File: src/rtl/pll_seq_pkg.sv
// Shared constants for the PLL phase sequencer.
// State codes, phase width and phasecounterselect encodings.
package pll_seq_pkg;

  localparam int PHASE_W = 8;

  localparam logic [2:0] CS_ALL = 3'b000;
  localparam logic [2:0] CS_M   = 3'b001;
  localparam logic [2:0] CS_C0  = 3'b010;
  localparam logic [2:0] CS_C1  = 3'b011;
  localparam logic [2:0] CS_C2  = 3'b100;
  localparam logic [2:0] CS_C3  = 3'b101;
  localparam logic [2:0] CS_C4  = 3'b110;

  localparam logic [3:0] ST_IDLE   = 4'd0;
  localparam logic [3:0] ST_CHKSRC = 4'd1;
  localparam logic [3:0] ST_SWITCH = 4'd2;
  localparam logic [3:0] ST_SETTLE = 4'd3;
  localparam logic [3:0] ST_CALC   = 4'd4;
  localparam logic [3:0] ST_ARM    = 4'd5;
  localparam logic [3:0] ST_HOLD   = 4'd6;
  localparam logic [3:0] ST_WAITLO = 4'd7;
  localparam logic [3:0] ST_WAITHI = 4'd8;

endpackage

File: src/rtl/pll_phase_sequencer_scanclk.sv
// Free-running scanclk divider with one-cycle edge strobes.
// Strobes are high in the clk cycle right after the scanclk edge.
module pll_scanclk_gen #(
  parameter int SCAN_HALF = 4
) (
  input  logic i_clk,
  input  logic i_rst_n,
  output logic o_scanclk,
  output logic o_rise,
  output logic o_fall
);

  localparam int CW = $clog2(SCAN_HALF + 1);

  logic [CW-1:0] r_cnt;
  logic          r_sclk;
  logic          r_rise;
  logic          r_fall;
  logic          w_tick;

  assign w_tick = (r_cnt == CW'(SCAN_HALF - 1));

  always_ff @(posedge i_clk or negedge i_rst_n) begin
    if (!i_rst_n) begin
      r_cnt  <= '0;
      r_sclk <= 1'b0;
      r_rise <= 1'b0;
      r_fall <= 1'b0;
    end else begin
      r_rise <= w_tick & ~r_sclk;
      r_fall <= w_tick & r_sclk;
      if (w_tick) begin
        r_cnt  <= '0;
        r_sclk <= ~r_sclk;
      end else begin
        r_cnt <= r_cnt + 1'b1;
      end
    end
  end

  assign o_scanclk = r_sclk;
  assign o_rise    = r_rise;
  assign o_fall    = r_fall;

endmodule

File: src/rtl/pll_phase_sequencer.sv
// PLL request sequencer: clock switch plus shortest-path phase
// stepping with a one-deep last-wins request queue.
module pll_phase_sequencer
  import pll_seq_pkg::*;
#(
  parameter int         PHASE_STEPS = 64,
  parameter int         SCAN_HALF   = 4,
  parameter int         SWITCH_CYC  = 8,
  parameter int         SETTLE_CYC  = 1000,
  parameter int         TIMEOUT_CYC = 4096,
  parameter logic [2:0] CNT_SEL     = CS_ALL
) (
  input  logic               clk,
  input  logic               reset_n,
  input  logic               updatepll,
  input  logic               pll_clk_src,
  input  logic [PHASE_W-1:0] pll_clk_phase,
  input  logic               phasedone,
  output logic [2:0]         phasecounterselect,
  output logic               phaseupdown,
  output logic               phasestep,
  output logic               scanclk,
  output logic               clkswitch,
  output logic               busy,
  output logic [PHASE_W-1:0] cur_phase,
  output logic               cur_src,
  output logic               err
);

  localparam int CW = 16;

  logic [3:0]         r_state;
  logic [CW-1:0]      r_cnt;
  logic               r_pend_v;
  logic               r_pend_src;
  logic [PHASE_W-1:0] r_pend_ph;
  logic               r_tgt_src;
  logic [PHASE_W-1:0] r_tgt;
  logic [PHASE_W-1:0] r_cur_phase;
  logic               r_cur_src;
  logic [8:0]         r_steps;
  logic               r_updown;
  logic               r_step;
  logic               r_clkswitch;
  logic               r_err;
  logic               r_pd_meta;
  logic               r_pd_sync;

  logic               w_rise;
  logic               w_fall;
  logic               w_req_ok;
  logic [8:0]         w_up;
  logic [8:0]         w_dn;
  logic               w_go_up;
  logic [PHASE_W-1:0] w_next;
  logic               w_to;

  pll_scanclk_gen #(.SCAN_HALF(SCAN_HALF)) u_sclk (
    .i_clk    (clk),
    .i_rst_n  (reset_n),
    .o_scanclk(scanclk),
    .o_rise   (w_rise),
    .o_fall   (w_fall)
  );

  assign w_req_ok = (32'(pll_clk_phase) < 32'(PHASE_STEPS));

  // Distance going up, modulo the period; the other way round is the rest.
  assign w_up = (r_tgt >= r_cur_phase)
              ? ({1'b0, r_tgt} - {1'b0, r_cur_phase})
              : (9'(PHASE_STEPS) + {1'b0, r_tgt} - {1'b0, r_cur_phase});
  assign w_dn    = 9'(PHASE_STEPS) - w_up;
  assign w_go_up = (w_up <= w_dn);

  always_comb begin
    w_next = r_cur_phase;
    if (r_updown) begin
      if (r_cur_phase == PHASE_W'(PHASE_STEPS - 1)) w_next = '0;
      else w_next = r_cur_phase + 1'b1;
    end else begin
      if (r_cur_phase == '0) w_next = PHASE_W'(PHASE_STEPS - 1);
      else w_next = r_cur_phase - 1'b1;
    end
  end

  assign w_to = (r_cnt == CW'(TIMEOUT_CYC - 1));

  always_ff @(posedge clk or negedge reset_n) begin
    if (!reset_n) begin
      r_pd_meta <= 1'b1;
      r_pd_sync <= 1'b1;
    end else begin
      r_pd_meta <= phasedone;
      r_pd_sync <= r_pd_meta;
    end
  end

  always_ff @(posedge clk or negedge reset_n) begin
    if (!reset_n) begin
      r_pend_v   <= 1'b0;
      r_pend_src <= 1'b0;
      r_pend_ph  <= '0;
    end else if (updatepll && w_req_ok) begin
      r_pend_v   <= 1'b1;
      r_pend_src <= pll_clk_src;
      r_pend_ph  <= pll_clk_phase;
    end else if (r_state == ST_IDLE && r_pend_v) begin
      r_pend_v <= 1'b0;
    end
  end

  always_ff @(posedge clk or negedge reset_n) begin
    if (!reset_n) begin
      r_state     <= ST_IDLE;
      r_cnt       <= '0;
      r_tgt_src   <= 1'b0;
      r_tgt       <= '0;
      r_cur_phase <= '0;
      r_cur_src   <= 1'b0;
      r_steps     <= '0;
      r_updown    <= 1'b1;
      r_step      <= 1'b0;
      r_clkswitch <= 1'b0;
      r_err       <= 1'b0;
    end else begin
      case (r_state)
        ST_IDLE: begin
          if (r_pend_v) begin
            r_tgt_src <= r_pend_src;
            r_tgt     <= r_pend_ph;
            r_err     <= 1'b0;
            r_state   <= ST_CHKSRC;
          end
        end
        ST_CHKSRC: begin
          if (r_tgt_src != r_cur_src) begin
            r_clkswitch <= 1'b1;
            r_cnt       <= '0;
            r_state     <= ST_SWITCH;
          end else begin
            r_state <= ST_CALC;
          end
        end
        ST_SWITCH: begin
          if (r_cnt == CW'(SWITCH_CYC - 1)) begin
            r_clkswitch <= 1'b0;
            r_cur_src   <= r_tgt_src;
            r_cnt       <= '0;
            r_state     <= ST_SETTLE;
          end else begin
            r_cnt <= r_cnt + 1'b1;
          end
        end
        ST_SETTLE: begin
          if (r_cnt == CW'(SETTLE_CYC - 1)) r_state <= ST_CALC;
          else r_cnt <= r_cnt + 1'b1;
        end
        ST_CALC: begin
          if (w_up == '0) begin
            r_state <= ST_IDLE;
          end else begin
            r_updown <= w_go_up;
            r_steps  <= w_go_up ? w_up : w_dn;
            r_state  <= ST_ARM;
          end
        end
        ST_ARM: begin
          if (w_fall) begin
            r_step  <= 1'b1;
            r_cnt   <= '0;
            r_state <= ST_HOLD;
          end
        end
        ST_HOLD: begin
          if (w_rise) begin
            if (r_cnt == CW'(1)) begin
              r_cnt   <= '0;
              r_state <= ST_WAITLO;
            end else begin
              r_cnt <= r_cnt + 1'b1;
            end
          end
        end
        ST_WAITLO: begin
          if (!r_pd_sync) begin
            r_step  <= 1'b0;
            r_cnt   <= '0;
            r_state <= ST_WAITHI;
          end else if (w_to) begin
            r_err   <= 1'b1;
            r_step  <= 1'b0;
            r_state <= ST_IDLE;
          end else begin
            r_cnt <= r_cnt + 1'b1;
          end
        end
        ST_WAITHI: begin
          if (r_pd_sync) begin
            r_cur_phase <= w_next;
            r_steps     <= r_steps - 1'b1;
            r_state     <= (r_steps == 9'd1) ? ST_IDLE : ST_ARM;
          end else if (w_to) begin
            r_err   <= 1'b1;
            r_step  <= 1'b0;
            r_state <= ST_IDLE;
          end else begin
            r_cnt <= r_cnt + 1'b1;
          end
        end
        default: r_state <= ST_IDLE;
      endcase
      // Out-of-range requests flag an error even mid-sequence.
      if (updatepll && !w_req_ok) r_err <= 1'b1;
    end
  end

  assign phasecounterselect = CNT_SEL;
  assign phaseupdown        = r_updown;
  assign phasestep          = r_step;
  assign clkswitch          = r_clkswitch;
  assign busy               = (r_state != ST_IDLE) | r_pend_v;
  assign cur_phase          = r_cur_phase;
  assign cur_src            = r_cur_src;
  assign err                = r_err;

endmodule
File: config.mk
export PLATFORM = sky130hd
export DESIGN_NAME = pll_phase_sequencer
export DESIGN_NICKNAME = d
export VERILOG_FILES = /design/src/rtl/pll_seq_pkg.sv /design/src/rtl/pll_phase_sequencer_scanclk.sv /design/src/rtl/pll_phase_sequencer.sv
export SDC_FILE = /design/constraint.sdc
export NUM_CORES = 1
export LEC_CHECK = 0
export CAP_MARGIN = 20
export CORE_UTILIZATION = 40
export DETAILED_ROUTE_END_ITERATION = 7
export GPL_ROUTABILITY_DRIVEN = 0
export PLACE_DENSITY_LB_ADDON = 0.3
export SLEW_MARGIN = 40
export SYNTH_ARGS = -nofsm -noshare
export SYNTH_HDL_FRONTEND = slang
export SYNTH_SLANG_ARGS = --single-unit
File: constraint.sdc
create_clock -name clk -period 4.25 [get_ports clk]
set_input_delay 0.425 -clock clk [delete_from_list [all_inputs] [get_ports clk]]
set_output_delay 0.425 -clock clk [all_outputs]
set_load 0.03 [all_outputs]
# Word level (Yosys, flattened, before mapping)
# Index checks and enable logic that the tools add are counted.
# classes
addsub	9
n_mul	0
n_div	0
magnitude_cmp	3
eq_ne	30
n_shift	0
muxes	48
bitwise	5
reduce_logical	24
# op_table
operator	count
16-bit two-way mux	9
16-bit case mux with 7 select lines	1
4-bit two-way mux	9
9-bit two-way mux	4
4-bit case mux with 9 select lines	1
8-bit two-way mux	3
2-bit inequality test (second input constant)	9
9-bit case mux with 2 select lines	1
16-bit by 1-bit adder with 16-bit output (second input constant)	1
16-bit by 1-bit equality test with 1-bit output (second input constant)	1
16-bit by 10-bit equality test with 1-bit output (second input constant)	1
16-bit by 12-bit equality test with 1-bit output (second input constant)	1
16-bit by 3-bit equality test with 1-bit output (second input constant)	1
4-bit by 3-bit equality test with 1-bit output (second input constant)	4
1-bit two-way mux	13
3-bit two-way mux	4
6-bit AND reduction	2
7-bit by 8-bit adder with 9-bit output (first input constant)	1
9-bit by 1-bit equality test with 1-bit output (second input constant)	1
9-bit less-or-equal comparator	1
9-bit logical NOT	1
3-bit AND reduction	3
7-bit by 9-bit subtractor with 9-bit output (first input constant)	1
8-bit by 8-bit subtractor with 9-bit output	1
31 further kinds	45
# totals
ff_bits	69
latch_bits	0
ramBits	0
mem_bits_ro	0
input_bits	13
output_inout_bits	18
word_cells	139
n_memories	0

# Depth between registers and ports, before layout
# Gate-level depths: netlist (run 1).
# depth
ltp_word	8
depth_mapped	23
mapped_depth_nobuf	21

# Modules after synthesis
# A second synthesis (run 1) with hierarchy kept.
# unflattened
hier_cells	581
hier_area_um2	5126.2
# by_module_without_submodules
module	n_inst	cells_per_inst	area_each_um2	seq_area_each_um2
pll_phase_sequencer	1	566	4890.9	1580.3
pll_scanclk_gen	1	15	235.2	150.1

# Least setup slack after synthesis (run 1)
# No wires, ideal clock.
# synth_path
kind	reg-to-reg
from	register r_cur_phase[3] (netlist: cur_phase[3])
to	register r_steps[7]
setup_time_ns	0.126
t_arrival_ns	4.684
required_time_ns	4.124
path_slack_ns	-0.560
path_stages_with_launch	20
path_buffers	2
period_less_slack_ns	4.810
cell_sequence	dfrtp_1 > clkbuf_1 > inv_1 > ha_1 > inv_1 > fa_1 > a21boi_0 > o31a_1 > buf_2 > mux2i_1 > or3_1 > or3_1 > ha_1 > inv_1 > a2111o_1 > a21o_1 > a41oi_2 > o211ai_4 > and2_4 > a221o_1
# synth_via
elab_chain_cells	7
word_cells_on_any_way	12
cone_classes	3 x add/sub; 2 x order compare; 1 x eq/ne; 4 x mux; 2 x reduce/logical
# synth_rtl
item	line_no	rtl
from (decl)	pll_phase_sequencer.sv:39	logic [PHASE_W-1:0] r_cur_phase;
from (signal assigned)	pll_phase_sequencer.sv:199	r_cur_phase <= w_next;
9-bit by 8-bit subtractor with 9-bit output, or another cell as far along	pll_phase_sequencer.sv:71	: (9'(PHASE_STEPS) + {1'b0, r_tgt} - {1'b0, r_cur_phase});
9-bit two-way mux (*)	pll_phase_sequencer.sv:70	? ({1'b0, r_tgt} - {1'b0, r_cur_phase})
7-bit by 9-bit subtractor with 9-bit output	pll_phase_sequencer.sv:72	assign w_dn = 9'(PHASE_STEPS) - w_up;
9-bit less-or-equal comparator	pll_phase_sequencer.sv:73	assign w_go_up = (w_up <= w_dn);
9-bit two-way mux	pll_phase_sequencer.sv:163	r_steps <= w_go_up ? w_up : w_dn;
9-bit two-way mux	pll_phase_sequencer.sv:159	if (w_up == '0) begin
9-bit case mux with 2 select lines	pll_phase_sequencer.sv:126	case (r_state)
to (signal assigned)	pll_phase_sequencer.sv:163	
to (signal assigned)	pll_phase_sequencer.sv:200	r_steps <= r_steps - 1'b1;
to (decl)	pll_phase_sequencer.sv:41	logic [8:0] r_steps;
# Every way passes the cells marked *; elsewhere a longest branch is shown, timed or not. The select of a mux whose other input is x is not followed.
# A chain may end at the register's enable or synchronous reset.

# Final worst setup path (run 1)
# layout_path
from	register r_cur_phase[3] (netlist: cur_phase[3])
to	register r_steps[2]
# Same word-level chain as after synthesis.

==> results of run 1 <==
## cells in the mapped netlist (all sizes together) (6+ instances only)
| cell | count | area [µm²] |
|---|---|---|
| clkbuf | 16 | 60.1 |
| o21ai | 37 | 185 |
| fa | 7 | 140 |
| nor3 | 10 | 50.1 |
| a31oi | 9 | 56.3 |
| ha | 30 | 375 |
| dfrtp | 66 | 1650 |
| nand2b | 12 | 75.1 |
| nor2b | 8 | 50.1 |
| nand3 | 14 | 70.1 |
| nand4 | 7 | 43.8 |
| xnor2 | 12 | 105 |
| mux2 | 20 | 225 |
| nor2 | 44 | 165 |
| or3 | 7 | 48.8 |
| inv | 48 | 180 |
| a21o | 6 | 45.0 |
| o31ai | 11 | 82.6 |
| buf | 7 | 41.3 |
| nand2 | 52 | 195 |
| mux2i | 7 | 70.1 |
| a21oi | 49 | 249 |
| nor4 | 11 | 75.1 |
| and3 | 9 | 61.3 |
| xor2 | 7 | 68.8 |
| a211oi | 7 | 57.6 |
## routing by layer
metal | vias to the layer above | track usage
met5 | - | 0
met4 | 0 | 0.0855
met3 | 20 | 0.0285
met2 | 143 | 0.350
met1 | 2349 | 0.292
li1 | 2304 | -
## repair_timing
| action | CTS | global route |
|---|---|---|
| hold endpoints to repair | 0 | 0 |
| pin swaps | 8 | 11 |
| endpoints found under the setup margin | 5 | 8 |
| cloned | 0 | 0 |
| setup buffers | 4 | 6 |
| gates resized for setup | 3 | 18 |
## flip-flops by register name, summed over array words and instances, names as in the netlist, 3 cells and up
signal and count:
r_tgt 8, r_cnt 16, r_pend_ph 8, u_sclk.r_cnt 3, r_steps 9, cur_phase 8
r_state 4
## metrics by stage
stage | TNS, ns | utilization | setup WS [ns] | hold WS (ns)
2_1_floorplan | -1.10 | - | -0.294 | 0.129
3_3_place_gp | 0 | 0.469 | 0.0666 | 0.346
3_5_place_dp | -0.0947 | 0.469 | -0.0544 | 0.347
4_1_cts | -0.0256 | 0.501 | -0.0256 | 0.199
5_1_grt | -1.07 | 0.511 | -0.229 | 0.0771
6_report | -0.0338 | 0.511 | -0.0338 | 0.0319
## worst min-delay path by stage
| stage | end | start | cells after the start | slack [ns] |
|---|---|---|---|---|
| detailed placement | r_pd_sync$_DFF_PN1_ | r_pd_meta$_DFF_PN1_ | 0 | 0.35 |
| finish | r_pend_ph[5]$_DFFE_PN0P_ | reset_n | 1 | 0.03 |
| global placement | r_pd_sync$_DFF_PN1_ | r_pd_meta$_DFF_PN1_ | 0 | 0.35 |
| global route | r_pend_ph[5]$_DFFE_PN0P_ | reset_n | 1 | 0.08 |
| floorplan | clkswitch$_DFFE_PN0P_ | reset_n | 0 | 0.13 |
| CTS | r_pend_ph[3]$_DFFE_PN0P_ | reset_n | 1 | 0.20 |
## cell usage in the layout (no fill, tap or decap), types with 7 or more instances in the layout
master	netlist	final
clkdlybuf4s50_1	0	26
mux2_2	20	20
ha_1	30	25
nand2b_1	12	12
nor4_1	10	9
buf_4	3	47
nand2_1	52	52
a21oi_1	48	47
nor3_1	10	10
o21ai_0	34	33
nor2_1	44	43
xnor2_1	12	12
inv_1	48	41
a31oi_1	9	9
clkbuf_16	0	9
nor2b_1	8	8
dfrtp_1	66	63
o31ai_1	11	11
nand4_1	7	7
and3_1	8	8
nand3_1	14	14
## layout make-up
| cell class | count | area, µm² |
|---|---|---|
| timing repair buffer | 75 | 636 |
| fill | 1201 | 6220 |
| multi-input combinational | 460 | 3360 |
| tap | 172 | 215 |
| sequential | 69 | 1730 |
| clock inverter | 6 | 134 |
| clock buffer | 10 | 239 |
| inverter | 48 | 188 |
## kinds of logic after synthesis
family | after synthesis | share of synthesized area
AND/OR/NAND/NOR | 203 | 0.202
AO/OA/AOI/OAI | 171 | 0.226
buffers and inverters | 71 | 0.0537
flip-flops | 69 | 0.330
adder cells (fa/ha/maj) | 37 | 0.0983
multiplexers | 27 | 0.0563
XOR/XNOR | 19 | 0.0332
other | 1 | 0.000715
==> impl_metrics.json, run 1 <==
{
  "crit_path_end_kind": "flop",
  "cts_root_buf": "clkbuf_16",
  "start_util": 0.412,
  "r2r_slack_ns": -0.03,
  "cts_buffers": 9,
  "area_growth_pct": 24.1,
  "path_depth": 21,
  "synth_seq_area_share": 0.330,
  "violations": "setup timing",
  "drt-total-wl_um": 13800,
  "grt_max_degree": 36,
  "n_antenna_cell": 0,
  "max_slew_margin": 0.491,
  "path_max_fanout": 4,
  "drive_above_1_share": 0.201,
  "synth-edff-count": 0,
  "max_stage_delay_ns": 0.42,
  "postCtsHoldBufs": 0,
  "met2WireLength_um": 6620,
  "hold_violations": 0,
  "drt-met1-wl_um": 6290,
  "r2r-end": "r_steps[2]$_DFFE_PN0P_",
  "track_usage": 0.216,
  "ys_types": 81,
  "clkLatencyLatePin_ns": 0.34,
  "yosys_register_bits": 69,
  "stdcell_area_um2": 6500,
  "path_cells": "clkinv_4 > ha_4 > inv_2 > fa_2 > nand2b_1 > a31oi_1 > o31a_1 > mux2i_4 > or3_4 > or3_4 > nor2_1 > nor2_1 > ha_1 > inv_1 > nand4_1 > nor4_2 > nand4b_1 > o211ai_4 > buf_6 > nor4_1 > a211o_1",
  "wl_per_cell_um": 16.4,
  "cp-endpoint": "r_steps[2]$_DFFE_PN0P_",
  "finalCritPeriodShare": 1.01,
  "die_w_um": 116,
  "clockBufferDepth": 2,
  "cp_slowest_cell": "dfrtp_2",
  "clk_pin_slew_ns": 0.06,
  "topRoutingLayerUsed": "met4",
  "first_pass_iters": 5,
  "rsz0062_at_grt": "yes",
  "grt_antenna_before_repair": 0,
  "post-route-drc-count": 0,
  "avgSynthCellArea_um2": 8.77,
  "drt_iter0_drc": 374,
  "status": "finished, violations left",
  "critPathTopFamily": "simple AND/OR/NAND/NOR gates",
  "cts_tree": "yes",
  "ff2ff_path_depth": 21,
  "die_area_um2": 13600,
  "maxCapViolations": 0,
  "routed-wl-met3_um": 613,
  "worstPathRequired_ns": 4.47,
  "fin_ws_ns": -0.0338,
  "min_period_ns": 4.28,
  "numPortBuffers": 27,
  "fp.dieH_um": 116,
  "grt_pass1_vias": 4640,
  "critPathArrivalTime_ns": 4.51,
  "numClockSinks": 69,
  "vias": 4816,
  "ys_warn_count": 0,
  "hold_class": "input pin to asynchronous set/reset pin",
  "setup_viol": 1,
  "netlist_area_um2": 5240,
  "startpoint": "cur_phase[3]$_DFFE_PN0P_",
  "slew_violations": 0,
  "startpoint_type": "flop",
  "tightest_slew_ns": 0.761,
  "fin_nets": 713,
  "pin_count": 31,
  "synth_cells": 598,
  "path_buf_inv": 4,
  "cts_max_level": 3,
  "post_dp_cell_area_um2": 5970,
  "hpwl_um": 10200,
  "fp-row-count": 41,
  "stdcell_count": 840,
  "placed_cells": 814,
  "postRouteAntennaNets": 0,
  "skew_ns": 0.00334,
  "vias_per_cell": 5.73,
  "async_flop_share": 1.00,
  "critPathKind": "flop to flop",
  "core_um2": 12700,
  "grt.overflow.total": 0,
  "r2r_start": "cur_phase[3]$_DFFE_PN0P_",
  "max_freq_mhz": 233,
  "synthFlopType": "dfrtp_1",
  "grt_pass1_wl_um": 22900
}
Power of run 1 is left out: the tool's default activity adds up to more than one toggle a clock period on the data nets, which glitch-free logic cannot reach.
==> run 2, diff against run 1 <==
--- a/config.mk
+++ b/config.mk
@@ -7,6 +7,7 @@
 export LEC_CHECK = 0
 export CAP_MARGIN = 20
 export CORE_UTILIZATION = 40
+export CTS_CLUSTER_DIAMETER = 80
 export DETAILED_ROUTE_END_ITERATION = 7
 export GPL_ROUTABILITY_DRIVEN = 0
 export PLACE_DENSITY_LB_ADDON = 0.3
==> results of run 2 <==
No change in the layout: final DEF, timing and power equal those of run 1.
Power of run 2 is left out for the same reason.
